===== src/rtl/dmem_ctrl.sv =====
// Data-memory access controller: turns CPU byte/half/word loads and stores into
// timed single-port SRAM cycles, with read-modify-write for sub-word stores.
module dmem_ctrl #(
    parameter bit BIG_ENDIAN = 1'b1
) (
    input  logic        clk,
    input  logic        rst,
    input  logic        req,
    input  logic        wr,
    input  logic [1:0]  size,
    input  logic        sext,
    input  logic [31:0] addr,
    input  logic [31:0] wdata,
    output logic        ready,
    output logic        done,
    output logic        err,
    output logic [31:0] rdata,
    output logic        sram_cs,
    output logic        sram_oe,
    output logic        sram_we,
    output logic [31:0] sram_addr,
    output logic [31:0] sram_din,
    input  logic [31:0] sram_dout
);

    typedef enum logic [2:0] {
        IDLE, RD_EN, RD_CAP, WR_SET, WR_PUL, WR_HLD, FIN
    } state_e;

    state_e      state_q, state_d;
    logic        wr_q, sext_q;
    logic [1:0]  size_q, off_q;
    logic [15:0] wdata_q;
    logic        ready_q, done_q, err_q, cs_q, oe_q, we_q;
    logic [31:0] rdata_q, addr_q, din_q;

    logic        accept_c, misal_c;
    logic [4:0]  lane_sh_c;
    logic [15:0] lane_c;
    logic [31:0] load_c, mask_c, ins_c, merge_c;

    assign accept_c = (state_q == IDLE) && req;
    assign misal_c  = (size == 2'b11)
                   || ((size == 2'b01) && addr[0])
                   || ((size == 2'b10) && (addr[1:0] != 2'b00));

    // Next-state logic
    always_comb begin
        state_d = state_q;
        case (state_q)
            IDLE: begin
                if (req) begin
                    if (misal_c)                      state_d = FIN;
                    else if (wr && (size == 2'b10))   state_d = WR_SET;
                    else                              state_d = RD_EN;
                end
            end
            RD_EN:   state_d = RD_CAP;
            RD_CAP:  state_d = wr_q ? WR_SET : FIN;
            WR_SET:  state_d = WR_PUL;
            WR_PUL:  state_d = WR_HLD;
            WR_HLD:  state_d = FIN;
            FIN:     state_d = IDLE;
            default: state_d = IDLE;
        endcase
    end

    // Lane selection, load extraction and store merge for the sampled word
    always_comb begin
        lane_sh_c = 5'd0;
        if (size_q == 2'b00) begin
            lane_sh_c = BIG_ENDIAN ? {~off_q, 3'b000} : {off_q, 3'b000};
        end else if (size_q == 2'b01) begin
            lane_sh_c = BIG_ENDIAN ? {~off_q[1], 4'b0000} : {off_q[1], 4'b0000};
        end
        lane_c = 16'(sram_dout >> lane_sh_c);
        load_c = sram_dout;
        mask_c = 32'h0000_0000;
        ins_c  = 32'h0000_0000;
        case (size_q)
            2'b00: begin
                load_c = {{24{sext_q & lane_c[7]}}, lane_c[7:0]};
                mask_c = 32'h0000_00FF;
                ins_c  = {24'h00_0000, wdata_q[7:0]};
            end
            2'b01: begin
                load_c = {{16{sext_q & lane_c[15]}}, lane_c};
                mask_c = 32'h0000_FFFF;
                ins_c  = {16'h0000, wdata_q};
            end
            default: ;
        endcase
        merge_c = (sram_dout & ~(mask_c << lane_sh_c)) | (ins_c << lane_sh_c);
    end

    // State, latched request and registered outputs
    always_ff @(posedge clk) begin
        if (rst) begin
            state_q <= IDLE;
            wr_q    <= 1'b0;
            sext_q  <= 1'b0;
            size_q  <= 2'b00;
            off_q   <= 2'b00;
            wdata_q <= 16'h0000;
            ready_q <= 1'b1;
            done_q  <= 1'b0;
            err_q   <= 1'b0;
            cs_q    <= 1'b0;
            oe_q    <= 1'b0;
            we_q    <= 1'b0;
            rdata_q <= 32'h0000_0000;
            addr_q  <= 32'h0000_0000;
            din_q   <= 32'h0000_0000;
        end else begin
            state_q <= state_d;
            ready_q <= (state_d == IDLE);
            done_q  <= (state_d == FIN);
            // FIN straight out of IDLE only happens for a rejected access
            err_q   <= (state_q == IDLE) && (state_d == FIN);
            cs_q    <= (state_d == RD_EN) || (state_d == RD_CAP) || (state_d == WR_SET)
                    || (state_d == WR_PUL) || (state_d == WR_HLD);
            oe_q    <= (state_d == RD_EN) || (state_d == RD_CAP);
            we_q    <= (state_d == WR_PUL);
            if (accept_c) begin
                wr_q    <= wr;
                size_q  <= size;
                sext_q  <= sext;
                off_q   <= addr[1:0];
                wdata_q <= wdata[15:0];
                if (!misal_c) begin
                    addr_q <= {addr[31:2], 2'b00};
                    if (wr && (size == 2'b10)) din_q <= wdata;
                end
            end
            if (state_q == RD_CAP) begin
                if (wr_q) din_q   <= merge_c;
                else      rdata_q <= load_c;
            end
        end
    end

    assign ready     = ready_q;
    assign done      = done_q;
    assign err       = err_q;
    assign rdata     = rdata_q;
    assign sram_cs   = cs_q;
    assign sram_oe   = oe_q;
    assign sram_we   = we_q;
    assign sram_addr = addr_q;
    assign sram_din  = din_q;

endmodule


===== config.mk =====
export PLATFORM = sky130hd
export DESIGN_NAME = dmem_ctrl
export DESIGN_NICKNAME = d
export VERILOG_FILES = /design/src/rtl/dmem_ctrl.sv
export SDC_FILE = /design/constraint.sdc
export NUM_CORES = 1
export LEC_CHECK = 0
export ABC_AREA = 1
export CORE_MARGIN = 8
export CORE_UTILIZATION = 45
export CTS_BUF_LIST = sky130_fd_sc_hd__clkbuf_2 sky130_fd_sc_hd__clkbuf_4 sky130_fd_sc_hd__clkbuf_8
export DETAILED_ROUTE_END_ITERATION = 16
export DONT_BUFFER_PORTS = 1
export GPL_TIMING_DRIVEN = 0
export HOLD_SLACK_MARGIN = 0.05
export PLACE_DENSITY = 0.69
export SYNTH_ARGS = -nofsm -noshare
export SYNTH_HDL_FRONTEND = slang
export SYNTH_SLANG_ARGS = --single-unit
export TNS_END_PERCENT = 20

===== constraint.sdc =====
create_clock -name clk -period 1.87 [get_ports clk]
set_input_delay 0.374 -clock clk [delete_from_list [all_inputs] [get_ports clk]]
set_output_delay 0.374 -clock clk [all_outputs]
set_load 0.05 [all_outputs]

==> flow_metrics.tcl, run 1 <==
set metrics [dict create \
    setup_tns_ps 0 \
    cts_tree "done" \
    insertion_delay_ps 440 \
    period_share_pct 93.4 \
    setup_violations 0 \
    grt_overflow 0 \
    clock_path_buffers 2 \
    start_kind "flop" \
    synth_top_area_share_pct 40.5 \
    reg2reg_from "state_q[0]" \
    fin_crit_ps 1750 \
    hpwl_um 16200 \
    p_sw_share_pct 47.5 \
    synth_top_cell_by_area "dfxtp_1" \
    vias 6233 \
    utilization_pct 51.9 \
    grt_max_degree 17 \
    layout-drive-gt1-share_pct 9.08 \
    route.detailed.drc 0 \
    fillCellCount 1390 \
    required_ps 2180 \
    place_congestion 0.934 \
    die_w_um 133 \
    power_density_nw_per_um2 1530 \
    path_class "flop to flop" \
    routed_wl_um 21200 \
    hold_violations 0 \
    pwr-share-clk_pct 22.4 \
    p_sw_mw 5.15 \
    cts.sinks 125 \
    p_int_mw 5.69 \
    postSynthCellCount 946 \
    ys.flop_type "dfxtp_1" \
    ys_top_cells_by_area "dfxtp_1, nand2_1, o21ai_0, a21oi_1, nor2_1" \
    slew_violations 0 \
    synth_edf_count 0 \
    avgRoutedWirePerCell_um 17.9 \
    finClkSkew_ps 8.08 \
    syn2layout_area_growth_pct 14.8 \
    max_slew_margin_pct 56.3 \
    grt_pass1_vias 5967 \
    root_buffer "clkbuf_8" \
    start_util_pct 45.2 \
    totalPowerFinal_mw 10.8 \
    drtIter0Drc 532 \
    final_cell_mix "nand2_1, dfxtp_1, nor2_1" \
    async_flop_share_pct 0 \
    max-vdd-ir-drop_v 0.000686 \
    syn_avg_cell_area_um2 6.53 \
    crit_start "state_q[0]" \
    yosysWarnings 0 \
    drv_cap 0 \
    via_per_inst 5.27 \
    ys_seq_elements 125 \
    synth_cell_types 27 \
    worst_slew_pin_slew_ps 656 \
    hp-start "addr[15]" \
    status "completed" \
    rows 43 \
    num_io_pins 205 \
    die_area_um2 17700 \
    antenna_found_initial 0 \
    die_y_um 133 \
    grt_pass1_wl_um 32600 \
    cts_made_buffers 17 \
    ys_seq_area_share_pct 40.5 \
    layout.nets 1095 \
    path_clk_slew_ps 80 \
    fmax_ghz 0.573 \
    grt_usage_pct 23.3 \
    crit_fanout 10 \
    clock_tree.htree_level_count 4 \
    p_leak_nw 3.25 \
    hold_path.class "input port to flop" \
    p_comb_share_pct 31.6 \
    pwr-share-seq_pct 46.1 \
    worstPathArrival_ps 2050 \
    synth_area_um2 6170 \
    firstDrtPassIters 6 \
    endpoint_kind "flop" \
    ant_nets 0 \
    portBuffers 0 \
    core-area_um2 13700 \
    num_antenna_cells 0 \
    final_common_cell "nand2_1" \
]
## cell families (layout without fill, tap and decap cells)
group | Yosys count | in the layout | synth area share [%]
flops | 125 | 125 | 40.5
simple gates | 433 | 433 | 29.5
other cells | 1 | 2 | 0.0607
buf+inv | 168 | 223 | 10.9
compound gates | 219 | 219 | 19.0
## metal layers
metal	GRT usage, %	part of all wire (%)	wire, um	up-vias
met1	25.3	39	8230	2780
met5	0	0	0	-
met4	10.1	3.3	697	0
met2	38.4	46	9740	297
li1	-	-	-	3103
met3	10.9	12	2520	53
## stage by stage
stage / hold WS [ps] / cell area [um2] / instances / setup WS [ps]
finish: 73.9 / 7090 / 1182 / 124
global placement: 437 / 6400 / 1127 / -59.0
floorplan: 425 / 6180 / 947 / 404
CTS: 50.2 / 7020 / 1178 / 19.3
global route: 59.9 / 7090 / 1182 / -8.34
detailed placement: 441 / 6400 / 1127 / -43.5
## worst paths after layout
kind	cells after the start	slack [ps]	to
setup / recovery	7	120	sram_din[31]
hold / removal	2	70	sram_addr[15]
setup reg to reg	7	120	sram_din[31]
hold reg to reg	2	450	wdata_q[8]
## synthesized netlist by cell type, drive strengths merged, types with 2 or more instances
cell type and count:
nand3 73, nor3 2, clkinv 2, o221ai 4, clkbuf 28, dfxtp 125
o211ai 9, nor2 128, o21ai 115, a21oi 91, nand2 228, inv 111
buf 27
## power by group through the flow
stage	clock network, mW	logic [mW]	registers (mW)
2_1_floorplan	0	2.55	4.89
3_3_place_gp	0	3.19	5.05
3_5_place_dp	0	3.24	5.05
4_1_cts	2.46	3.30	5.00
5_1_grt	2.58	3.88	5.07
6_report	2.42	3.42	5.00
## final cells by class
cell class / instances / area (um2) / share of cell area, %
Multi-Input combinational cell: 654 / 3030 / 42.7
Timing Repair Buffer: 26 / 250 / 3.53
Tap cell: 180 / 225 / 3.18
Sequential cell: 125 / 2500 / 35.3
Buffer: 55 / 260 / 3.67
Clock buffer: 21 / 277 / 3.90
Inverter: 113 / 427 / 6.02
Clock inverter: 8 / 118 / 1.66
## critical path: stages (launching register included)
cell	delay, ps
dfxtp_1	370
nor2_1	130
nand3_2	180
nor2_4	230
nand2_2	180
buf_2	240
o21ai_0	190
a21oi_1	90
## timing repair
action,in CTS,in global routing
hold buffers,22,0
setup buffers,0,4
resized for setup,0,14
endpoints found under the setup margin,0,76
hold endpoints to repair,22,0
## flip-flops by register name, indices dropped and copies added, names as in the netlist, 2 cells and up
register,cells
rdata,32
sram_addr,30
off_q,2
wdata_q,16
sram_din,32
size_q,2
state_q,3
Note: power is estimated with default switching activity, not from simulation.
==> run 2, diff against run 1 <==
- CELL_PAD_IN_SITES_DETAIL_PLACEMENT: not set -> 1
- CELL_PAD_IN_SITES_GLOBAL_PLACEMENT: not set -> 1
- PLACE_DENSITY: 0.69 -> 0.91
==> flow_metrics.tcl, run 2 (synthesized netlist as in run 1, its figures left out) <==
set metrics [dict create \
    cts.sinks 125 \
    routed_wl_um 24500 \
    path_cells "nor2_4 -> nand2_1 -> nor2_4 -> inv_2 -> buf_1 -> nand2_1 -> a21oi_1 -> nor2_1" \
    avgRoutedWirePerCell_um 20.6 \
    clock_tree.htree_level_count 4 \
    period_share_pct 97.0 \
    ant_nets 0 \
    p_comb_share_pct 33.7 \
    r2r_slack_ps 60 \
    drv_cap 0 \
    core-area_um2 13700 \
    firstDrtPassIters 5 \
    layout.nets 1101 \
    grt_pass1_wl_um 37300 \
    p_sw_share_pct 50.7 \
    cp_slowest_cell "dfxtp_1" \
    fin_crit_ps 1810 \
    r2r-end "sram_din[14]" \
    root_buffer "clkbuf_8" \
    drtIter0Drc 389 \
    pwr-share-clk_pct 20.0 \
    path_clk_slew_ps 90 \
    pwr-share-seq_pct 46.3 \
    grt_pass1_vias 6800 \
    hpwl_um 17900 \
    dpl_worst_slack_ps -72.1 \
    worstPathArrival_ps 2170 \
    rows 43 \
    cts_made_buffers 17 \
    fmax_ghz 0.551 \
    reg2reg_from "state_q[0]" \
    required_ps 2230 \
    syn2layout_area_growth_pct 15.5 \
    hold_violations 0 \
    rsz0062_at_grt "yes" \
    p_leak_nw 3.28 \
    hold_path.class "input port to flop" \
    final_cell_mix "nand2_1, dfxtp_1, nor2_1" \
    cts_tree "done" \
    start_kind "flop" \
    max-vdd-ir-drop_v 0.000715 \
    grt_max_degree 17 \
    place_congestion 0.955 \
    setup_violations 0 \
    place_inst 1127 \
    via_per_inst 5.50 \
    crit_fanout 10 \
    crit_start "state_q[0]" \
    portBuffers 0 \
    route.detailed.drc 0 \
    reg2regPathDepth 8 \
    die_area_um2 17700 \
    final_common_cell "nand2_1" \
    power_density_nw_per_um2 1520 \
    endpoint "sram_din[14]" \
    vias 6545 \
    num_antenna_cells 0 \
    final-instance-count-excl-fill 1191 \
    slowest_delay_ps 450 \
    status "completed" \
    layout-drive-gt1-share_pct 10.6 \
    insertion_delay_ps 460 \
    slew_violations 0 \
    utilization_pct 52.2 \
    area.sequential_um2 2510 \
    totalPowerFinal_mw 10.9 \
    grt_overflow 0 \
    clock_path_buffers 2 \
    start_util_pct 45.2 \
    worst_slew_pin_slew_ps 684 \
    fillCellCount 1875 \
    postLayoutSetupSlackWorst_ps 55.6 \
    timing.hold.ws_ps 59.9 \
    finClkSkew_ps 17.0 \
    p_sw_mw 5.50 \
    max_slew_margin_pct 54.4 \
    grt_usage_pct 26.6 \
    die_w_um 133 \
    p_int_mw 5.35 \
    die_y_um 133 \
    endpoint_kind "flop" \
    antenna_found_initial 0 \
    path_class "flop to flop" \
    multi_input_area_um2 3040 \
    num_io_pins 205 \
]
-- run 2: changes by cell type in the layout (fill, tap and decap cells not counted), moves of 3 or more --
cell,previous run,this run
clkbuf_2,0,6
clkbuf_1,28,24
clkinv_4,0,4
bufinv_16,3,0
clkinvlp_4,1,4
-- run 2: layer usage --
layer | track usage [%] | vias up | part of all wire [%]
met2 | 46.8 | 270 | 49
met5 | 0 | - | 0
met3 | 11.8 | 62 | 11
li1 | - | 3116 | -
met4 | 11.8 | 0 | 3.5
met1 | 26.7 | 3097 | 37
-- run 2: worst min-delay path by stage --
stage	from	end	slack [ps]	cells after the start
floorplan	wdata_q[10]	wdata_q[10]	420	2
global placement	wdata_q[10]	wdata_q[10]	440	2
CTS	addr[31]	sram_addr[31]	60	2
finish	addr[2]	sram_addr[2]	60	2
global route	addr[2]	sram_addr[2]	50	2
detailed placement	wdata_q[10]	wdata_q[10]	450	2
-- run 2: layout make-up --
class / count / share of cell area [%]
clock buffer: 20 / 3.69
tap: 180 / 3.16
sequential: 125 / 35.2
timing repair buffer: 32 / 4.39
inverter: 113 / 6.00
clock inverter: 12 / 1.26
multi-input combinational: 654 / 42.6
buffer: 55 / 3.76
-- run 2: timing repair --
item,4_1_cts,5_1_grt
hold buffers,24,0
gates cloned,0,0
buffers inserted,0,8
endpoints found under the setup margin,2,81
pin swaps,0,4
gates resized for setup,1,27
hold endpoints to repair,24,0
-- run 2: worst max-delay path: cells and delay by family, from the launching register on --
kind,cells,cell delay (ps)
buf+inv,2,560
flops,1,450
simple gates,5,560
compound gates,1,150
-- run 2: power groups by stage --
stage,Combinational [mW],Clock (mW),Sequential (mW)
after detailed placement,3.34,0,5.07
after floorplan,2.55,0,4.89
after global placement,3.22,0,5.05
final,3.66,2.17,5.02
after global routing,4.10,2.30,5.08
after CTS,3.43,2.18,5.01
-- run 2: through the flow --
step           instance area (um2)  setup TNS (ps)
2_1_floorplan                 6180               0
3_3_place_gp                  6400           -30.7
3_5_place_dp                  6400            -178
4_1_cts                       7000           -9.04
5_1_grt                       7130            -226
6_report                      7130               0
